### config.mk
export PLATFORM = sky130hd
export DESIGN_NAME = scan_decoder
export DESIGN_NICKNAME = d
export VERILOG_FILES = /design/src/rtl/scan_decoder_pkg.sv /design/src/rtl/scan_decoder_dwell_counter.sv /design/src/rtl/scan_decoder.sv
export SDC_FILE = /design/constraint.sdc
export NUM_CORES = 1
export LEC_CHECK = 0
export CAP_MARGIN = 20
export CORE_MARGIN = 4
export CORE_UTILIZATION = 45
export DETAILED_ROUTE_END_ITERATION = 12
export GPL_TIMING_DRIVEN = 0
export PLACE_DENSITY = 0.74
export SKIP_LAST_GASP = 1
export SLEW_MARGIN = 5
export SYNTH_ARGS = -nofsm -noshare
export SYNTH_HDL_FRONTEND = slang
export SYNTH_HIERARCHICAL = 1
export SYNTH_SLANG_ARGS = --single-unit
### constraint.sdc
create_clock -name clk -period 1.8 [get_ports clk]
set_input_delay 0.27 -clock clk [delete_from_list [all_inputs] [get_ports clk]]
set_output_delay 0.27 -clock clk [all_outputs]
set_load 0.01 [all_outputs]
### src/rtl/scan_decoder_pkg.sv
// ============================================================================
// scan_decoder_pkg
// ----------------------------------------------------------------------------
// Purpose : Shared types, constants and helpers for the scan_decoder block.
//           - scanState_e : controller state encoding (IDLE, DIRECT, SCAN)
//           - MIN_DWELL   : smallest legal dwell time in cycles
//           - MAX_SEL_W   : widest select the onehot() helper supports
//           - onehot()    : binary index to one-hot vector, MAX_OUT_W bits wide;
//                           callers cast the result down to their own width
// Ports   : none (package)
// ============================================================================
package scan_decoder_pkg;

    typedef enum logic [1:0] {
        IDLE   = 2'd0,
        DIRECT = 2'd1,
        SCAN   = 2'd2
    } scanState_e;

    localparam int MIN_DWELL = 1;
    localparam int MAX_DWELL = 65535;
    localparam int MAX_SEL_W = 8;
    localparam int MAX_OUT_W = 2 ** MAX_SEL_W;

    // The package cannot see the decoder's SEL_W, so the helper works at the
    // widest supported size and callers truncate with a size cast.
    function automatic logic [MAX_OUT_W-1:0] onehot(input logic [MAX_SEL_W-1:0] idx);
        onehot = MAX_OUT_W'(1) << idx;
    endfunction

endpackage

### src/rtl/scan_decoder_dwell_counter.sv
// ============================================================================
// scan_dwell_counter
// ----------------------------------------------------------------------------
// Purpose : Counts the cycles a scan position has been held and flags the
//           last one. The count restarts from zero whenever clr is high.
// Params  : DWELL - cycles per position (1..65535)
// Ports   : clk   in  rising-edge clock
//           reset in  synchronous, active-high reset (count -> 0)
//           clr   in  force the count back to zero (wins over run)
//           run   in  advance the count this cycle
//           tick  out high on the last dwell cycle while running
// ============================================================================
module scan_dwell_counter
    import scan_decoder_pkg::*;
#(
    parameter int DWELL = 4
) (
    input  logic clk,
    input  logic reset,
    input  logic clr,
    input  logic run,
    output logic tick
);

    localparam int CNT_W = $clog2(DWELL) + 1;
    localparam logic [CNT_W-1:0] LAST = CNT_W'(DWELL - 1);

    logic [CNT_W-1:0] count_q;
    logic [CNT_W-1:0] count_d;

    // Next count: clear has priority, otherwise roll over at LAST so the
    // counter never leaves 0..DWELL-1. With DWELL=1 LAST is zero and tick
    // fires on every running cycle.
    always_comb begin
        count_d = count_q;
        if (clr) begin
            count_d = '0;
        end else if (run) begin
            count_d = (count_q == LAST) ? '0 : count_q + CNT_W'(1);
        end
    end

    // Tick is combinational so the controller can step the index on the
    // same edge that the counter rolls over.
    always_comb begin
        tick = run && !clr && (count_q == LAST);
    end

    // Count register with synchronous reset.
    always_ff @(posedge clk) begin
        if (reset) begin
            count_q <= '0;
        end else begin
            count_q <= count_d;
        end
    end

endmodule

### src/rtl/scan_decoder.sv
// ============================================================================
// scan_decoder
// ----------------------------------------------------------------------------
// Purpose : Registered binary-to-one-hot decoder with enable and an
//           autonomous scan mode that sweeps the one-hot output through every
//           position, holding each for DWELL cycles (row/digit scanning of
//           LED and keypad matrices).
// Params  : SEL_W - select width (output width OUT_W = 2**SEL_W, derived)
//           DWELL - cycles each position is held in scan mode (1..65535)
// Ports   : clk   in  rising-edge clock
//           reset in  synchronous, active-high reset
//           en    in  enable; low forces y to zero
//           mode  in  0 = direct decode, 1 = scan
//           sel   in  direct-mode select / scan start position
//           y     out registered one-hot output (zero when idle or blank)
//           idx   out registered index currently decoded
//           wrap  out one-cycle pulse when the scan index wraps to 0
//           busy  out high while scanning
// Macro   : SCAN_DECODER_BLANK_EN - when defined, every scan advance inserts
//           one all-zero cycle before the new position is driven.
// ============================================================================
module scan_decoder
    import scan_decoder_pkg::*;
#(
    parameter  int SEL_W = 3,
    parameter  int DWELL = 4,
    localparam int OUT_W = 2 ** SEL_W
) (
    input  logic             clk,
    input  logic             reset,
    input  logic             en,
    input  logic             mode,
    input  logic [SEL_W-1:0] sel,
    output logic [OUT_W-1:0] y,
    output logic [SEL_W-1:0] idx,
    output logic             wrap,
    output logic             busy
);

    if (DWELL < MIN_DWELL || DWELL > MAX_DWELL) begin : gBadDwell
        $error("scan_decoder: DWELL out of range 1..65535");
    end
    if (SEL_W < 1 || SEL_W > MAX_SEL_W) begin : gBadSelW
        $error("scan_decoder: SEL_W out of supported range");
    end

    scanState_e       state_q, state_d;
    logic [OUT_W-1:0] y_q, y_d;
    logic [SEL_W-1:0] idx_q, idx_d;
    logic             wrap_q, wrap_d;
    logic             busy_q, busy_d;
    logic [SEL_W-1:0] nextIdx;
    logic             dwellRun;
    logic             dwellClr;
    logic             dwellTick;
`ifdef SCAN_DECODER_BLANK_EN
    logic             blank_q, blank_d;
`endif

    scan_dwell_counter #(
        .DWELL (DWELL)
    ) uDwell (
        .clk   (clk),
        .reset (reset),
        .clr   (dwellClr),
        .run   (dwellRun),
        .tick  (dwellTick)
    );

    // Index of the next scan position. Kept as its own SEL_W-wide signal so
    // the increment wraps modulo OUT_W before it is widened for onehot().
    always_comb begin
        nextIdx = idx_q + SEL_W'(1);
    end

    // Next-state and output logic. The target state comes straight from
    // en/mode each cycle; the registered outputs are then computed for that
    // target. Scan entry (previous state not SCAN) loads sel and restarts
    // the dwell counter, so re-entering scan never resumes an old sweep.
    // In steady scan the dwell counter runs and its tick steps the index;
    // wrap is raised only on the step from OUT_W-1 to 0. In the blanking
    // build the step first emits an all-zero cycle (idx and wrap already
    // updated), and the counter is held clear during that blank so the new
    // position still gets a full DWELL cycles.
    always_comb begin
        state_d  = en ? (mode ? SCAN : DIRECT) : IDLE;
        y_d      = '0;
        idx_d    = idx_q;
        wrap_d   = 1'b0;
        busy_d   = 1'b0;
        dwellRun = 1'b0;
        dwellClr = 1'b1;
`ifdef SCAN_DECODER_BLANK_EN
        blank_d  = 1'b0;
`endif
        unique case (state_d)
            IDLE: begin
            end
            DIRECT: begin
                y_d   = OUT_W'(onehot(MAX_SEL_W'(sel)));
                idx_d = sel;
            end
            SCAN: begin
                busy_d = 1'b1;
                if (state_q != SCAN) begin
                    y_d   = OUT_W'(onehot(MAX_SEL_W'(sel)));
                    idx_d = sel;
`ifdef SCAN_DECODER_BLANK_EN
                end else if (blank_q) begin
                    y_d = OUT_W'(onehot(MAX_SEL_W'(idx_q)));
                end else begin
                    dwellRun = 1'b1;
                    dwellClr = 1'b0;
                    if (dwellTick) begin
                        idx_d   = nextIdx;
                        wrap_d  = &idx_q;
                        y_d     = '0;
                        blank_d = 1'b1;
                    end else begin
                        y_d = y_q;
                    end
                end
`else
                end else begin
                    dwellRun = 1'b1;
                    dwellClr = 1'b0;
                    if (dwellTick) begin
                        idx_d  = nextIdx;
                        wrap_d = &idx_q;
                        y_d    = OUT_W'(onehot(MAX_SEL_W'(nextIdx)));
                    end else begin
                        y_d = y_q;
                    end
                end
`endif
            end
            default: begin
            end
        endcase
    end

    // State and output registers. Reset wins over every input, including
    // in the middle of a sweep.
    always_ff @(posedge clk) begin
        if (reset) begin
            state_q <= IDLE;
            y_q     <= '0;
            idx_q   <= '0;
            wrap_q  <= 1'b0;
            busy_q  <= 1'b0;
`ifdef SCAN_DECODER_BLANK_EN
            blank_q <= 1'b0;
`endif
        end else begin
            state_q <= state_d;
            y_q     <= y_d;
            idx_q   <= idx_d;
            wrap_q  <= wrap_d;
            busy_q  <= busy_d;
`ifdef SCAN_DECODER_BLANK_EN
            blank_q <= blank_d;
`endif
        end
    end

    // All outputs come directly from flops.
    always_comb begin
        y    = y_q;
        idx  = idx_q;
        wrap = wrap_q;
        busy = busy_q;
    end

endmodule

======== Yosys cells after proc, flatten, opt, wreduce, memory -nomap -nowiden ========
Index checks and enable logic that the tools add are counted.
storage, ports and cells
  flip-flop bits (word level) ............. 18
  bits of input ports ..................... 7
cells by class
  equality and inequality tests ........... 5
  add/sub/neg operators ................... 2
  shift-type cells ........................ 2
  multiplexer cells ....................... 14
  bitwise gates (word level) .............. 2
  reduce and logical (&&, ||, !) cells .... 8
operators by type and width
  kind                   count
  $mux W8                2
  $pmux W8 S2            1
  $shl A1 B3 Y8 const A  2
  $mux W3                3
  $add A3 B1 Y3 const B  2
  $pmux W3 S2            1
  $mux W1                5
  $mux W2                2
  $reduce_or A4 Y1       1
  $eq A3 B2 Y1 const B   1
  $ne A3 B3 Y1 const B   1
  $reduce_and A3 Y1      1
  $eq A2 B1 Y1 const B   1
  $eq A2 B2 Y1 const B   1
  $logic_and A1 B1 Y1    2
  $ne A2 B2 Y1 const B   1
  $not A1 Y1             2
  $reduce_and A2 Y1      1
  $reduce_bool A2 Y1     1
  $reduce_or A2 Y1       1
  $logic_not A1 Y1       1

======== Depth between registers and ports, before layout ========
Gate-level depths: netlist of the first run.
  word-level depth ........................ 10
  gate-level depth with buffers ........... 9

======== Modules after synthesis ========
The synthesis of the first run kept the hierarchy.
modules (own cells, without submodules)
  module              area each (um^2)  sequential area each (um^2)  cells each  times used
  scan_decoder        864.6             300.3                        93          1
  scan_dwell_counter  140.1             60.1                         15          1

======== Worst setup path after synthesis of the first run ========
No wires, ideal clock.
  path type ............................... flip-flop to flip-flop
  start point ............................. reg state_q[0]
  end point ............................... reg idx_q[0], in the netlist idx[0]
  setup time .............................. 117 ps
  arrival time ............................ 1758 ps
  cell stages (with the launch flop) ...... 10
  buffers on the path ..................... 3
  setup slack ............................. -75 ps
  required time ........................... 1683 ps
  clock period less this slack ............ 1875 ps
  cells stage by stage .................... dfxtp_1 and4b_1 buf_6 inv_4 buf_8 nor3_1 buf_4 nand4bb_1 and2_1 a32o_1
between the ends
  elaborated cells on any way between the ends .. 12
RTL lines
  item                               RTL line                          text
  from (decl)                        scan_decoder.sv:47                scanState_e state_q, state_d;
  from (signal assigned)             scan_decoder.sv:155               state_q <= state_d;
  $ne A2 B2 Y1                       scan_decoder.sv:105               if (state_q != SCAN) begin
  $mux W1                            scan_decoder.sv:105
  $mux W1                            scan_decoder.sv:96                unique case (state_d)
  named net dwellRun                 scan_decoder.sv:53                logic dwellRun;
  $logic_and A1 B1 Y1 (2 in series)  scan_decoder_dwell_counter.sv:46  tick = run && !clr && (count_q == LAST);
  named net dwellTick                scan_decoder.sv:55                logic dwellTick;
  $ne A3 B3 Y1 (no line)             -
  $reduce_and A2 Y1 (no line)        -
  to (signal assigned)               scan_decoder.sv:157               idx_q <= idx_d;
  to (decl)                          scan_decoder.sv:49                logic [SEL_W-1:0] idx_q, idx_d;
The timed path passes the listed nets, and every way through them passes these cells.
A chain may end at the register's enable or synchronous reset.

======== Final worst setup path of the first run ========
  start point ............................. reg state_q[1]
  end point ............................... reg idx_q[0], in the netlist idx[0]
The elaborated chain is that of the path after synthesis.

==> flow_metrics.env, run 1 <==
export IMPL_outcome="finished clean"
export IMPL_cp_max_fo=8
export IMPL_grt_pass1_wl_mm=3.80
export IMPL_cts_buffers=3
export IMPL_drtPass1Iterations=4
export IMPL_drc=0
export IMPL_path_clk_slew_ns=0.10
export IMPL_multi_input_area_um2=601
export IMPL_syn_avg_cell_area_um2=9.30
export IMPL_die_area_um2=3050
export IMPL_wl_per_cell_um=14.5
export IMPL_synth_nets=122
export IMPL_drt_antenna_violating_nets=0
export IMPL_area_growth_pct=33.2
export IMPL_synth_cell_type_count=33
export IMPL_num_vias=932
export IMPL_worstHoldPathType="in2reg"
export IMPL_htreeDepth=1
export IMPL_irDropWorstVdd_mv=0.552
export IMPL_fin_nets=155
export IMPL_tightest_slew_ns=0.478
export IMPL_start_util_pct=49.2
export IMPL_period_needed_ns=1.73
export IMPL_grt_pass1_vias=823
export IMPL_synthCells=108
export IMPL_cp_required_ns=1.99
export IMPL_cts_tree="yes"
export IMPL_async_flop_share_pct=0
export IMPL_p_total_uw=746
export IMPL_die_w_um=55.3
export IMPL_coreArea_um2=2040
export IMPL_fin_cells=166
export IMPL_yosys_register_bits=18
export IMPL_seqCellArea_um2=365
export IMPL_clock_fmax_mhz=579
export IMPL_place_congestion=0.887
export IMPL_dr_wl_met2_mm=1.07
export IMPL_portBuffers=19
export IMPL_path_class="reg2reg"
export IMPL_leakagePower_uw=0.000519
export IMPL_drt_wl_total_mm=2.41
export IMPL_yosys_warnings=6
export IMPL_p_per_area_nw_per_um2=557
export IMPL_yosysSeqAreaShare_pct=35.9
export IMPL_clk_path_buf_depth=2
export IMPL_synth_enable_flop_cells=0
export IMPL_grt_overflow_total=0
export IMPL_final_cell_mix="clkdlybuf4s50_1, dfxtp_1, buf_4, nand2_1, nor3_1"
export IMPL_clkLatencyLatePin_ns=0.29
export IMPL_ios=20
export IMPL_top_layer_used="met4"
export IMPL_dpl_cell_count=154
export IMPL_critPathLaunchType="flip-flop"
export IMPL_rows=16
export IMPL_drt_initial_drc_count=16
export IMPL_die_y_um=55.3
export IMPL_slew_violations=0
export IMPL_grt_max_degree=14
export IMPL_nFillCells=183
export IMPL_setup_viol=0
export IMPL_diodes=0
export IMPL_syn_cell_area_um2=1000
export IMPL_maxCapViolCount=0
export IMPL_met3_wirelength_um=141
export IMPL_r2r_setup_slack_ns=0.07
export IMPL_synth_flop_cell="dfxtp_1"
export IMPL_cts_sinks=18
export IMPL_finalHoldViolCount=0
export IMPL_fin_crit_sh_pct=95.9
export IMPL_dp_hpwl_mm=1.70
export IMPL_drive_above_1_share_pct=18.7
export IMPL_rsz0062_at_grt="yes"
export IMPL_arrival_ns=1.92
export IMPL_wl_met1_mm=1.15
export IMPL_viasPerCell=5.61
export IMPL_hold_buffers=0
export IMPL_cp_end_kind="flip-flop"
export IMPL_root_buffer="clkbuf_4"
export IMPL_skew_ns=0.000776
export IMPL_grt_usage_pct=15.5
export IMPL_antenna_found_initial=0
export IMPL_max_slew_margin_rel_pct=68.1
export IMPL_final_common_cell="clkdlybuf4s50_1"
## routing by layer
metal / GRT usage (%) / up-vias
li1: - / 472
met1: 20.1 / 426
met2: 23.3 / 27
met3: 4.66 / 7
met4: 7.64 / 0
met5: 0 / -
## logic make-up after synthesis
| kind of cell | count (synthesis) | share of synthesized area [%] |
|---|---|---|
| AND/OR/NAND/NOR | 56 | 32.9 |
| AO/OA/AOI/OAI | 18 | 16.3 |
| buffers and inverters | 9 | 6.23 |
| flip-flops | 18 | 35.9 |
| adder cells (fa/ha/maj) | 7 | 8.72 |
## final timing paths
path	start	endpoint	cells after the start
worst max-delay path	state_q[1]$_SDFF_PP0_	idx[0]$_SDFFE_PP0P_	8
worst min-delay path	mode	state_q[0]$_SDFF_PP0_	2
worst max register to register	state_q[1]$_SDFF_PP0_	idx[0]$_SDFFE_PP0P_	8
worst min register to register	uDwell/count_q[2]$_SDFFE_PP0P_	uDwell/count_q[2]$_SDFFE_PP0P_	2
## synth_stat cells, types with 2 or more instances
cell type / instances / area (µm²)
dfxtp_1: 18 / 360
and2_1: 2 / 12.5
o2bb2ai_1: 2 / 17.5
a311oi_1: 6 / 52.6
nor2_1: 4 / 15.0
nor3b_1: 2 / 15.0
and3b_1: 2 / 17.5
and4b_1: 4 / 40.0
a32oi_1: 2 / 17.5
a311oi_2: 2 / 30.0
inv_1: 3 / 11.3
nor3_1: 10 / 50.1
buf_4: 2 / 15.0
nand2_1: 11 / 41.3
nand3b_1: 4 / 30.0
a21oi_1: 2 / 10.0
ha_1: 7 / 87.6
nand3_1: 7 / 35.0
nand2b_1: 3 / 18.8
nor2b_1: 2 / 12.5
## where the power goes
part	internal, µW	switching, µW
Combinational	65.3	64.2
Sequential	409	11.0
Clock	77.9	118
## registers in the layout, indices dropped and copies added, names as in the netlist
register / flops
y: 8
idx: 3
uDwell/count_q: 3
state_q: 2
busy: 1
wrap: 1
## repair_timing
item	4_1_cts	5_1_grt
setup endpoints to repair	12	9
gates resized for setup	5	1
buffers inserted	4	6
pin swaps	1	2
## worst max-delay path: stages, from the launching register on
cell and delay, ns:
dfxtp_4 0.36, and4b_1 0.20, buf_6 0.14, nand2_1 0.08
nor3_1 0.05, buf_4 0.14, nand4bb_4 0.22, and2_4 0.21
a32o_1 0.21
## per-stage QoR
step	TNS, ns	cell area [µm²]	setup slack, ns	hold slack [ns]	utilization, %
2_1_floorplan	0	1030	0.0168	0.335	-
3_3_place_gp	-6.95	1250	-0.701	0.434	61.2
3_5_place_dp	-7.21	1250	-0.726	0.439	61.2
4_1_cts	0	1290	0.0211	0.456	63.3
5_1_grt	-0.00788	1340	-0.00788	0.457	65.6
6_report	0	1340	0.0743	0.437	65.6
## area by class of cell
| cell class | instances | share of cell area, % |
|---|---|---|
| Buffer | 4 | 2.24 |
| Clock buffer | 3 | 1.68 |
| Inverter | 4 | 1.68 |
| Multi-Input combinational cell | 81 | 44.9 |
| Sequential cell | 18 | 27.3 |
| Tap cell | 27 | 2.52 |
| Timing Repair Buffer | 29 | 19.7 |
Power figures use the tool's default switching activity.
==> inputs of run 2 (changes only) <==
--- a/config.mk
+++ b/config.mk
@@ -9,11 +9,10 @@
 export CORE_MARGIN = 4
 export CORE_UTILIZATION = 45
 export DETAILED_ROUTE_END_ITERATION = 12
+export DONT_BUFFER_PORTS = 1
 export GPL_TIMING_DRIVEN = 0
-export PLACE_DENSITY = 0.74
 export SKIP_LAST_GASP = 1
 export SLEW_MARGIN = 5
 export SYNTH_ARGS = -nofsm -noshare
 export SYNTH_HDL_FRONTEND = slang
-export SYNTH_HIERARCHICAL = 1
 export SYNTH_SLANG_ARGS = --single-unit
==> run 2 against run 1 <==
Synthesized cell count fell by 12%; cell area fell by 27%; sequential share of layout area rose by 7.9 points; first-iteration DRC count fell by 13%; critical path type unchanged; largest power group unchanged; highest routed layer unchanged.
==> flow_metrics.env, run 2 <==
export IMPL_outcome="finished clean"
export IMPL_drc=0
export IMPL_power_share_sequential_pct=59.8
export IMPL_num_vias=779
export IMPL_synthCells=95
export IMPL_yosys_warnings=0
export IMPL_viasPerCell=6.28
export IMPL_path_class="reg2reg"
export IMPL_cp_end_kind="flip-flop"
export IMPL_place_congestion=0.789
export IMPL_yosysMostFrequentCell="dfxtp_1"
export IMPL_leakagePower_uw=0.000387
export IMPL_slew_violations=0
export IMPL_htreeDepth=1
export IMPL_root_buffer="clkbuf_4"
export IMPL_critPathLaunchType="flip-flop"
export IMPL_hold_buffers=0
export IMPL_skew_ns=0.00771
export IMPL_start_util_pct=49.9
export IMPL_cts_tree="yes"
export IMPL_grt_max_degree=11
export IMPL_clkLatencyLatePin_ns=0.30
export IMPL_die_w_um=52.9
export IMPL_irDropWorstVdd_mv=0.362
export IMPL_synth_enable_flop_cells=0
export IMPL_syn_cell_area_um2=908
export IMPL_path_cells="inv_1 > ha_1 > or3b_2 > mux2i_1 > a221oi_1"
export IMPL_rows=15
export IMPL_crit_family="flip-flops"
export IMPL_synth_common_cells="dfxtp_1, ha_1, nor3_1"
export IMPL_setup_ws_ns=0.151
export IMPL_grt_overflow_total=0
export IMPL_finalHoldViolCount=0
export IMPL_async_flop_share_pct=0
export IMPL_clock_fmax_mhz=606
export IMPL_fin_crit_sh_pct=91.6
export IMPL_die_area_um2=2800
export IMPL_cp_required_ns=1.98
export IMPL_cp_num_buf_inv=1
export IMPL_yosysTopAreaCellShare_pct=37.5
export IMPL_fin_cells=124
export IMPL_period_needed_ns=1.65
export IMPL_antenna_found_initial=0
export IMPL_die_y_um=52.9
export IMPL_synth_cell_type_count=34
export IMPL_drive_above_1_share_pct=12.1
export IMPL_drt_antenna_violating_nets=0
export IMPL_fin_nets=114
export IMPL_hold_worst_slack_ns=0.0239
export IMPL_yosysTopAreaCell="dfxtp_1"
export IMPL_yosys_register_bits=17
export IMPL_slowest_delay_ns=0.47
export IMPL_final_cell_mix="dfxtp_1, nor3_1, ha_1"
export IMPL_p_per_area_nw_per_um2=691
export IMPL_drt_wl_total_mm=2.18
export IMPL_yosysSeqAreaShare_pct=37.5
export IMPL_area_growth_pct=6.89
export IMPL_synth_nets=109
export IMPL_cts_buffers=3
export IMPL_dpl_cell_count=120
export IMPL_r2r_setup_slack_ns=0.15
export IMPL_arrival_ns=1.83
export IMPL_worstHoldPathType="in2reg"
export IMPL_p_sw_uw=176
export IMPL_coreArea_um2=1820
export IMPL_crit_path_start="idx[1]$_SDFFE_PP0P_"
export IMPL_grt_pass1_wl_mm=3.65
export IMPL_finalSetupTns_ns=0
export IMPL_dp_slack_ns=0.0959
export IMPL_syn_avg_cell_area_um2=9.56
export IMPL_p_clk_share_pct=31.1
export IMPL_cts_sinks=17
export IMPL_path_clk_slew_ns=0.10
export IMPL_crit_slowest_cell="dfxtp_1"
export IMPL_tightest_slew_ns=0.503
export IMPL_diodes=0
export IMPL_drtPass1Iterations=4
export IMPL_rsz0062_at_grt="no"
export IMPL_portBuffers=0
export IMPL_ios=20
export IMPL_maxCapViolCount=0
export IMPL_clk_path_buf_depth=2
export IMPL_switching_share_pct=26.2
export IMPL_grt_usage_pct=18.1
export IMPL_min_from="reset"
export IMPL_grt_pass1_vias=739
export IMPL_max_slew_margin_rel_pct=66.5
export IMPL_combinationalPowerShare_pct=9.1
export IMPL_post_synth_main_area_contributors="dfxtp_1, ha_1, a221oi_1"
export IMPL_wl_per_cell_um=17.5
export IMPL_r2r_start="idx[1]$_SDFFE_PP0P_"
export IMPL_final_common_cell="dfxtp_1"
export IMPL_synth_flop_cell="dfxtp_1"
export IMPL_drt_initial_drc_count=14
export IMPL_largest_reg_flops=8
export IMPL_setup_viol=0
export IMPL_dp_hpwl_mm=1.60
export IMPL_cp_max_fo=5
export IMPL_p_int_uw=495
[run 2: final timing paths]
path | cells after the start | end
worst max-delay path | 5 | idx[1]$_SDFFE_PP0P_
worst min-delay path | 1 | y[7]$_SDFFE_PP0P_
worst max register to register | 5 | idx[1]$_SDFFE_PP0P_
worst min register to register | 1 | uDwell.count_q[0]$_SDFFE_PP0P_
[run 2: logic make-up (layout without fill, tap and decap cells)]
family	count (synthesis)	count (layout)	share of synthesized area [%]
buffers and inverters	10	14	4.96
flip-flops	17	17	37.5
adder cells (fa/ha/maj)	7	7	9.64
AND/OR/NAND/NOR	40	40	29.3
AO/OA/AOI/OAI	18	18	15.3
multiplexers	3	3	3.31
[run 2: layout make-up]
| class | instances | area, µm² |
|---|---|---|
| Buffer | 5 | 26.3 |
| Clock buffer | 3 | 22.5 |
| Clock inverter | 1 | 5.00 |
| Fill cell | 187 | 850 |
| Sequential cell | 17 | 342 |
| Multi-Input combinational cell | 68 | 526 |
| Tap cell | 25 | 31.3 |
| Inverter | 5 | 18.8 |
[run 2: repair_timing]
| item | 4_1_cts | 5_1_grt |
|---|---|---|
| resized for setup | 0 | 2 |
| buffers inserted | 0 | 0 |
| setup endpoints to repair | 0 | 3 |
[run 2: worst reg2reg max path: cells and delay by family (launching register included)]
| family | cells | cell delay (ns) |
|---|---|---|
| adder cells (fa/ha/maj) | 1 | 0.27 |
| AO/OA/AOI/OAI | 1 | 0.09 |
| buffers and inverters | 1 | 0.13 |
| AND/OR/NAND/NOR | 1 | 0.44 |
| multiplexers | 1 | 0.14 |
| flip-flops | 1 | 0.47 |
[run 2: power by group through the flow]
stage                     clock [µW]  combinational [µW]  sequential [µW]
after floorplan                    0                46.8              407
after global placement             0                59.4              410
after detailed placement           0                59.5              411
after CTS                        217                60.5              402
after global routing             237                68.9              404
final                            208                61.2              401
[run 2: per-layer routing]
metal	vias to the layer above	GRT usage (%)	part of all wire, %
met2	29	25.8	45
met3	6	8.17	7.3
met1	372	24.4	47
met4	0	5.11	1.6
met5	-	0	0
li1	372	-	-
[run 2: metrics by stage]
step	area, µm²	power (µW)	util [%]
6_report	971	671	53.3
5_1_grt	971	710	53.3
4_1_cts	967	679	53.1
3_5_place_dp	940	470	51.6
3_3_place_gp	940	469	51.6
2_1_floorplan	908	454	-
